`src/rtl/video_frame_sig.sv`:
```
// video_frame_sig: per-frame signature of a CE-qualified video stream.
// Folds every active pixel of a frame into an MSB-first CRC and measures the
// line geometry. On each VS rise it reports CRC, pixels per line, active
// line count and a line-length consistency flag, together with a one-cycle
// VALID strobe.
module video_frame_sig #(
  parameter int              NCH  = 3,
  parameter int              CW   = 8,
  parameter int              CRCW = 32,
  parameter logic [CRCW-1:0] POLY = CRCW'(32'h04C11DB7),
  parameter int              XW   = 12
) (
  input  logic                CLK,
  input  logic                RESB,
  input  logic                CE,
  input  logic                DE,
  input  logic                HS,
  input  logic                VS,
  input  logic [NCH*CW-1:0]   RGB,
  input  logic [NCH-1:0]      CH_MASK,
  output logic [CRCW-1:0]     SIG,
  output logic [XW-1:0]       PPL,
  output logic [XW-1:0]       LINES,
  output logic [XW-1:0]       FRAMES,
  output logic                LEN_ERR,
  output logic                VALID
);

  localparam int DW = NCH * CW;

  typedef enum logic {SYNC = 1'b0, RUN = 1'b1} state_t;

  // Fold one data word into the CRC, MSB first, non-reflected.
  function automatic logic [CRCW-1:0] crc_fold(input logic [CRCW-1:0] crc,
                                               input logic [DW-1:0]   d);
    logic [CRCW-1:0] c;
    logic            fb;
    c = crc;
    for (int i = DW - 1; i >= 0; i--) begin
      fb = c[CRCW-1] ^ d[i];
      c  = {c[CRCW-2:0], 1'b0};
      if (fb) c = c ^ POLY;
    end
    return c;
  endfunction

  // Increment that sticks at all ones instead of wrapping.
  function automatic logic [XW-1:0] sat_inc(input logic [XW-1:0] x);
    return (&x) ? x : x + 1'b1;
  endfunction

  state_t          state_q, state_d;
  logic            de_prev, vs_prev;
  logic            vs_rise, de_fall;
  logic            run_pix, eol, frame_end;
  logic [DW-1:0]   word;

  logic [CRCW-1:0] crc_acc;
  logic [XW-1:0]   pix_acc, lines_acc, ref_acc;
  logic            ref_set_acc, err_acc;

  logic [CRCW-1:0] crc_n;
  logic [XW-1:0]   pix_n, pix_after, lines_n, ref_n;
  logic            ref_set_n, err_n;

  // HS carries no accounting meaning; lines are delimited by DE alone.
  logic            hs_unused;
  assign hs_unused = HS;

  // Edge detection against the previous CE-qualified samples.
  assign vs_rise = CE & VS & ~vs_prev;
  assign de_fall = CE & ~DE & de_prev;

  // Apply the per-channel mask to the incoming pixel.
  always_comb begin
    word = '0;
    for (int ch = 0; ch < NCH; ch++) begin
      word[ch*CW +: CW] = CH_MASK[ch] ? RGB[ch*CW +: CW] : '0;
    end
  end

  // State register: SYNC until the first VS rise, then RUN until reset.
  always_ff @(posedge CLK) begin
    if (!RESB) state_q <= SYNC;
    else       state_q <= state_d;
  end

  // Next-state logic.
  always_comb begin
    state_d = state_q;
    if (state_q == SYNC && vs_rise) state_d = RUN;
  end

  // FSM output decode: which accounting events happen on this cycle.
  // A line still open at VS is closed as part of the frame end.
  always_comb begin
    run_pix   = 1'b0;
    eol       = 1'b0;
    frame_end = 1'b0;
    if (state_q == RUN) begin
      run_pix   = CE & DE;
      eol       = de_fall | (vs_rise & de_prev);
      frame_end = vs_rise;
    end
  end

  // Next accumulator values: pixel fold first, then end-of-line bookkeeping.
  always_comb begin
    crc_n     = run_pix ? crc_fold(crc_acc, word) : crc_acc;
    pix_n     = run_pix ? sat_inc(pix_acc) : pix_acc;
    lines_n   = lines_acc;
    ref_n     = ref_acc;
    ref_set_n = ref_set_acc;
    err_n     = err_acc;
    pix_after = pix_n;
    if (eol) begin
      lines_n   = sat_inc(lines_acc);
      pix_after = '0;
      if (!ref_set_acc) begin
        ref_n     = pix_n;
        ref_set_n = 1'b1;
      end else if (pix_n != ref_acc) begin
        err_n = 1'b1;
      end
    end
  end

  // Previous DE/VS samples advance only on CE.
  always_ff @(posedge CLK) begin
    if (!RESB) begin
      de_prev <= 1'b0;
      vs_prev <= 1'b0;
    end else if (CE) begin
      de_prev <= DE;
      vs_prev <= VS;
    end
  end

  // Stage 0 -> accumulators: reinitialised on every VS rise, otherwise
  // advanced; contents are meaningless until the first VS rise.
  always_ff @(posedge CLK) begin
    if (vs_rise) begin
      crc_acc     <= '1;
      pix_acc     <= '0;
      lines_acc   <= '0;
      ref_acc     <= '0;
      ref_set_acc <= 1'b0;
      err_acc     <= 1'b0;
    end else begin
      crc_acc     <= crc_n;
      pix_acc     <= pix_after;
      lines_acc   <= lines_n;
      ref_acc     <= ref_n;
      ref_set_acc <= ref_set_n;
      err_acc     <= err_n;
    end
  end

  // Stage 1 -> result registers: latch the closing frame's values.
  always_ff @(posedge CLK) begin
    if (!RESB) begin
      SIG     <= '0;
      PPL     <= '0;
      LINES   <= '0;
      FRAMES  <= '0;
      LEN_ERR <= 1'b0;
      VALID   <= 1'b0;
    end else begin
      VALID <= frame_end;
      if (frame_end) begin
        SIG     <= crc_n;
        PPL     <= ref_set_n ? ref_n : '0;
        LINES   <= lines_n;
        LEN_ERR <= err_n;
        FRAMES  <= FRAMES + 1'b1;
      end
    end
  end

endmodule

```
`config.mk`:
```
export PLATFORM = sky130hd
export DESIGN_NAME = video_frame_sig
export DESIGN_NICKNAME = d
export VERILOG_FILES = /design/src/rtl/video_frame_sig.sv
export SDC_FILE = /design/constraint.sdc
export NUM_CORES = 1
export LEC_CHECK = 0
export ABC_AREA = 1
export BUFFER_PORTS_ARGS = -buffer_cell sky130_fd_sc_hd__buf_2
export CAP_MARGIN = 20
export CORE_MARGIN = 1.5
export CORE_UTILIZATION = 23
export DETAILED_ROUTE_END_ITERATION = 10
export PLACE_DENSITY = 0.42
export SYNTH_ARGS = -nofsm -noshare
export SYNTH_HDL_FRONTEND = slang
export SYNTH_SLANG_ARGS = --single-unit
export TNS_END_PERCENT = 50
```
`constraint.sdc`:
```
create_clock -name CLK -period 2.45 [get_ports CLK]
set_input_delay 0.49 -clock CLK [delete_from_list [all_inputs] [get_ports CLK]]
set_output_delay 0.49 -clock CLK [all_outputs]
set_load 0.01 [all_outputs]
```
# After elaboration in Yosys (flattened, before gate mapping)

Cells that the tools add are included.

Word-level logic and storage cells: 123
Output and inout port bits: 70
Bits in registers: 143
Input port bits: 33

$add $sub $neg: 3
Bitwise operators: 58
Mux-type cells: 42
Reductions and logical operators: 4
Equal/unequal tests: 1

Operator list:

| cell                  | number |
|---|---|
| $mux 27               | 24 |
| $not 14->14           | 24 |
| $mux 12               | 7 |
| $add 12x1->12 const B | 3 |
| $mux 32               | 1 |
| $mux 8                | 3 |
| $reduce_and 12->1     | 2 |
| $xor 1x1->1           | 24 |
| $ne 12x12->1          | 1 |
| $mux 1                | 7 |
| $and 1x1->1           | 6 |
| $not 1->1             | 3 |
| $reduce_or 2->1       | 1 |
| $logic_and 1x1->1     | 1 |
| $or 1x1->1            | 1 |

# Longest topological paths before layout

Depth in word-level cells: 50
Gate-level depth with buffers: 28
Gate-level depth less buffers: 27

# Worst setup path before layout

OpenSTA, ideal clock, no wires.

Kind: input port to flip-flop
Start: in CH_MASK[2]
End: reg SIG[12]
Arrival: 2509 ps
Library setup time: 109 ps
Path buffers: 1
Setup slack: -168 ps
Cell stages on the path: 25
Cells stage by stage: buf_6 -> nand2_2 -> nand2_1 -> nand2_1 -> nand3_2 -> nand2_4 -> nand2_1 -> nand3_1 -> nand2_4 -> inv_2 -> nand2_1 -> nand2_2 -> nand3_2 -> nand2_8 -> inv_6 -> nand2_2 -> nand2_2 -> nand2_1 -> inv_1 -> nor2_1 -> nand3_1 -> nand3_2 -> nand3_1 -> nand2_1 -> inv_1

Longest elaborated chain between the ends: 33

RTL lines:

| what                         | RTL line | RTL |
|---|---|---|
| start, declared              | 20       | `input logic [NCH-1:0] CH_MASK,` |
| $mux 8 (*)                   | 78       | `word[ch*CW +: CW] = CH_MASK[ch] ? RGB[ch*CW +: CW] : '0;` |
| $xor 1x1->1                  | 40       | `fb = c[CRCW-1] ^ d[i];` |
| $mux 27                      | 42       | `if (fb) c = c ^ POLY;` |
| $not 14->14 (no source line) | --       |  |
| $mux 27 (3 in a row)         | 42       |  |
| $not 14->14 (no source line) | --       |  |
| $mux 27                      | 42       |  |
| $xor 1x1->1                  | 40       |  |
| (+14 left out)               | --       |  |
| $mux 27 (2 in a row)         | 42       |  |
| $not 14->14 (no source line) | --       |  |
| $mux 27                      | 42       |  |
| $not 14->14 (no source line) | --       |  |
| $mux 27                      | 42       |  |
| $not 14->14 (no source line) | --       |  |
| $mux 27 (*)                  | 42       |  |
| $mux 32 (*)                  | 109      | `crc_n = run_pix ? crc_fold(crc_acc, word) : crc_acc;` |
| end signal, assigned         | 171      | `SIG <= crc_n;` |
| end, declared                | 21       | `output logic [CRCW-1:0] SIG,` |

Every way passes the cells marked *; elsewhere a longest branch is shown, timed or not.
A chain may end at the register's enable or synchronous reset.

# Worst setup path in the final report

Start: reg crc_acc[31]
End: reg SIG[12]

Longest elaborated chain between the ends: 30

RTL lines:

| what                         | RTL line | RTL |
|---|---|---|
| start, declared              | 58       | `logic [CRCW-1:0] crc_acc;` |
| start signal, assigned       | 150      | `crc_acc <= crc_n;` |
| $xor 1x1->1 (*)              | 40       |  |
| $mux 27 (*)                  | 42       |  |
| $mux 27 (5 in a row)         | 42       |  |
| $not 14->14 (no source line) | --       |  |
| $mux 27                      | 42       |  |
| $not 14->14 (no source line) | --       |  |
| $mux 27 (3 in a row)         | 42       |  |
| $not 14->14 (no source line) | --       |  |
| (+7 left out)                | --       |  |
| $mux 27 (2 in a row)         | 42       |  |
| $not 14->14 (no source line) | --       |  |
| $mux 27                      | 42       |  |
| $not 14->14 (no source line) | --       |  |
| $mux 27 (*)                  | 42       |  |
| $not 14->14 (no source line) | --       |  |
| $mux 27 (*)                  | 42       |  |
| $mux 32 (*)                  | 109      |  |

Marked as above.

==> results.json <==
{
  "r2r_end": "SIG[12]",
  "clkLatencyLatePin_ns": 0.43,
  "synth_area_um2": 9676,
  "drt_iter0_markers": 414,
  "worstSetupStartpointType": "flop",
  "fin_nets": 1726,
  "hpwl_um": 26740,
  "start_util_pct": 23.48,
  "worstSetupPathType": "reg2reg",
  "worstHoldEndpoint": "de_prev",
  "finalClockSkew_ns": 0.01615,
  "layout_commonest_cell": "nand2_1",
  "core_area_um2": 41200,
  "track_usage_pct": 16.04,
  "fmax_mhz": 367.9,
  "setup_viol": 61,
  "mostFrequentLayoutCells": "292 x nand2_1, 191 x buf_4, 132 x dfxtp_1",
  "rsz0062_at_grt": "yes",
  "hold_viol": 0,
  "drv_cap": 0,
  "worstPathArrival_ns": 3.05,
  "diodes": 0,
  "tritoncts": "built",
  "cp.required_ns": 2.78,
  "synthDistinctLibCells": 48,
  "gp_congestion": 0.8788,
  "synth_area_per_cell_um2": 7.027,
  "reg2regPathDepth": 25,
  "io_pins": 103,
  "synth_ff_type": "dfxtp_1",
  "rrSetupSlack_ns": -0.27,
  "status": "finished with violations",
  "ys_ff_latch": 143,
  "die_area_um2": 43310,
  "num_vias": 9647,
  "yosys_warnings": 0,
  "via_per_inst": 4.318,
  "drive_gt1_share_pct": 43.89,
  "postLayoutSetupSlackWorst_ns": -0.2684,
  "worst-path-max-fanout": 6,
  "grt_max_degree": 90,
  "hold_depth": 3,
  "syn-instance-count": 1377,
  "ys_seq_area_share_pct": 29.59,
  "finalSetupTns_ns": -9.538,
  "grt_pass1_wl_um": 53450,
  "clockBufferDepth": 2,
  "antenna_found_initial": 0,
  "route.detailed.drc": 0,
  "cts-root-buf": "clkbuf_16",
  "violations": "setup timing",
  "h-tree-depth": 4,
  "wl_um": 34680,
  "grt.overflow.total": 0,
  "hp-start": "DE",
  "finalCritPeriodShare_pct": 111.0,
  "die_h_um": 208.1,
  "dr.pass1.iters": 4,
  "crit_path_end_kind": "flop",
  "yosysTopAreaCell": "dfxtp_1",
  "rows": 74,
  "final_antenna_net_count": 0,
  "slew_violations": 0,
  "syn_to_final_growth_pct": 55.58,
  "synth_area_leaders": "dfxtp_1 30%, nand2_1 14%, xor2_1 8.2%",
  "clkTransAtPathRegs_ns": 0.07,
  "async_flop_share_pct": 0,
  "max-slew-margin-rel_pct": 59.13,
  "die_w_um": 208.1,
  "cts_buffers": 17,
  "numPortBuffers": 101,
  "cts.sink_count": 143,
  "synth_nets": 1413,
  "worstMarginPinSlew_ns": 0.6094,
  "fin_util_pct": 36.54,
  "synth_edf_count": 0,
  "yosysTopAreaCellShare_pct": 29.59,
  "wl_per_cell_um": 15.53,
  "min_path_type": "in2reg",
  "regToRegStartpoint": "crc_acc[31]",
  "min_period_ns": 2.718,
  "grt_pass1_vias": 9491
}
## cells by family (layout without fill, tap and decap cells)
kind of cell    Yosys count  in the layout  share of synthesized area (%)
simple gates            754            754                          38.95
xor+xnor                140            140                          14.63
compound gates          133            133                          8.186
flops                   143            143                          29.59
fa+ha+maj                 3              3                         0.3880
buf+inv                 204            529                          8.264
## state kept, by name (all words and copies together), names as in the netlist
register / flops
SIG: 32
lines_acc: 12
vs_prev: 1
state_q: 1
err_acc: 1
LEN_ERR: 1
FRAMES: 12
pix_acc: 12
PPL: 12
ref_acc: 12
VALID: 1
LINES: 12
crc_acc: 32
ref_set_acc: 1
de_prev: 1
## repair_timing
item / 4_1_cts / 5_1_grt
cloned: 1 / 1
hold buffers: 0 / 0
pin swaps: 59 / 119
resized for setup: 179 / 193
buffers inserted: 27 / 20
endpoints found under the setup margin: 65 / 78
## worst max-delay path by stage
stage	from	end	slack, ns	depth (start not counted)
4_1_cts	crc_acc[31]	SIG[18]	-0.28	22
6_report	crc_acc[31]	SIG[12]	-0.27	25
2_1_floorplan	CH_MASK[2]	SIG[8]	-0.14	24
5_1_grt	crc_acc[29]	SIG[12]	-0.45	25
3_3_place_gp	CH_MASK[2]	crc_acc[2]	-0.90	24
3_5_place_dp	CH_MASK[2]	crc_acc[2]	-0.89	24
## synthesized netlist by cell type (3+ instances only)
cell type  number
a21oi_1        28
a2bb2oi_1       5
buf_2           8
clkbuf_1       24
dfxtp_1       143
ha_1            3
inv_1         141
inv_2          22
nand2_1       368
nand2_2        53
nand2_4        31
nand2_8         3
nand3_1       151
nand3_2        17
nand3_4         5
nand4_1         9
nor2_1         79
nor2_8          3
nor3_1         13
o211ai_1       17
o21a_1         21
o21ai_0        48
o21ai_1         9
o21bai_1        3
or2_1           4
or2_2           9
xnor2_1        30
xnor2_2         3
xor2_1         91
xor2_2         11
xor2_4          3
## area by class of cell
cell class	count	area, µm²
fill	4280	26150
multi-input combinational	1030	7704
sequential	143	2892
timing repair buffer	331	2511
inverter	167	694.4
tap	532	665.6
clock buffer	20	456.7
clock inverter	11	130.1
## metal layers
metal,share of wire (%),global-route usage [%],wire length (µm)
met1,46,20.58,16020
met2,48,27.41,16720
met3,3.9,3.079,1367
met4,1.7,4.254,577
met5,0,0,0
## worst max-delay path: stages, from the launching register on
cell     delay, ns
dfxtp_4       0.37
inv_4         0.08
nand2_4       0.07
nand2_8       0.15
buf_12        0.12
xor2_1        0.16
buf_4         0.16
inv_2         0.04
nand3_4       0.09
nand2_2       0.07
nand2_4       0.10
nand2_4       0.07
nand2_4       0.09
nand2_4       0.06
nand2_4       0.08
nand2_8       0.09
buf_12        0.16
nor2_4        0.11
inv_2         0.05
nand2_4       0.08
buf_6         0.10
nand2_4       0.05
nand3_4       0.07
nand3_2       0.08
nand2_1       0.07
inv_1         0.03
## stage by stage
step,instances,hold WS (ns),worst slack (ns),instance area (µm²)
5_1_grt,2234,0.3396,-0.4484,15050
3_3_place_gp,2161,0.4313,-0.9013,12340
6_report,2234,0.3272,-0.2684,15050
4_1_cts,2218,0.3066,-0.2752,13990
2_1_floorplan,1377,0.4363,-0.1384,9827
3_5_place_dp,2161,0.4434,-0.8862,12340
Power is not shown: default switching activity piles up to over one toggle a cycle in this logic, so the estimate is an artifact.
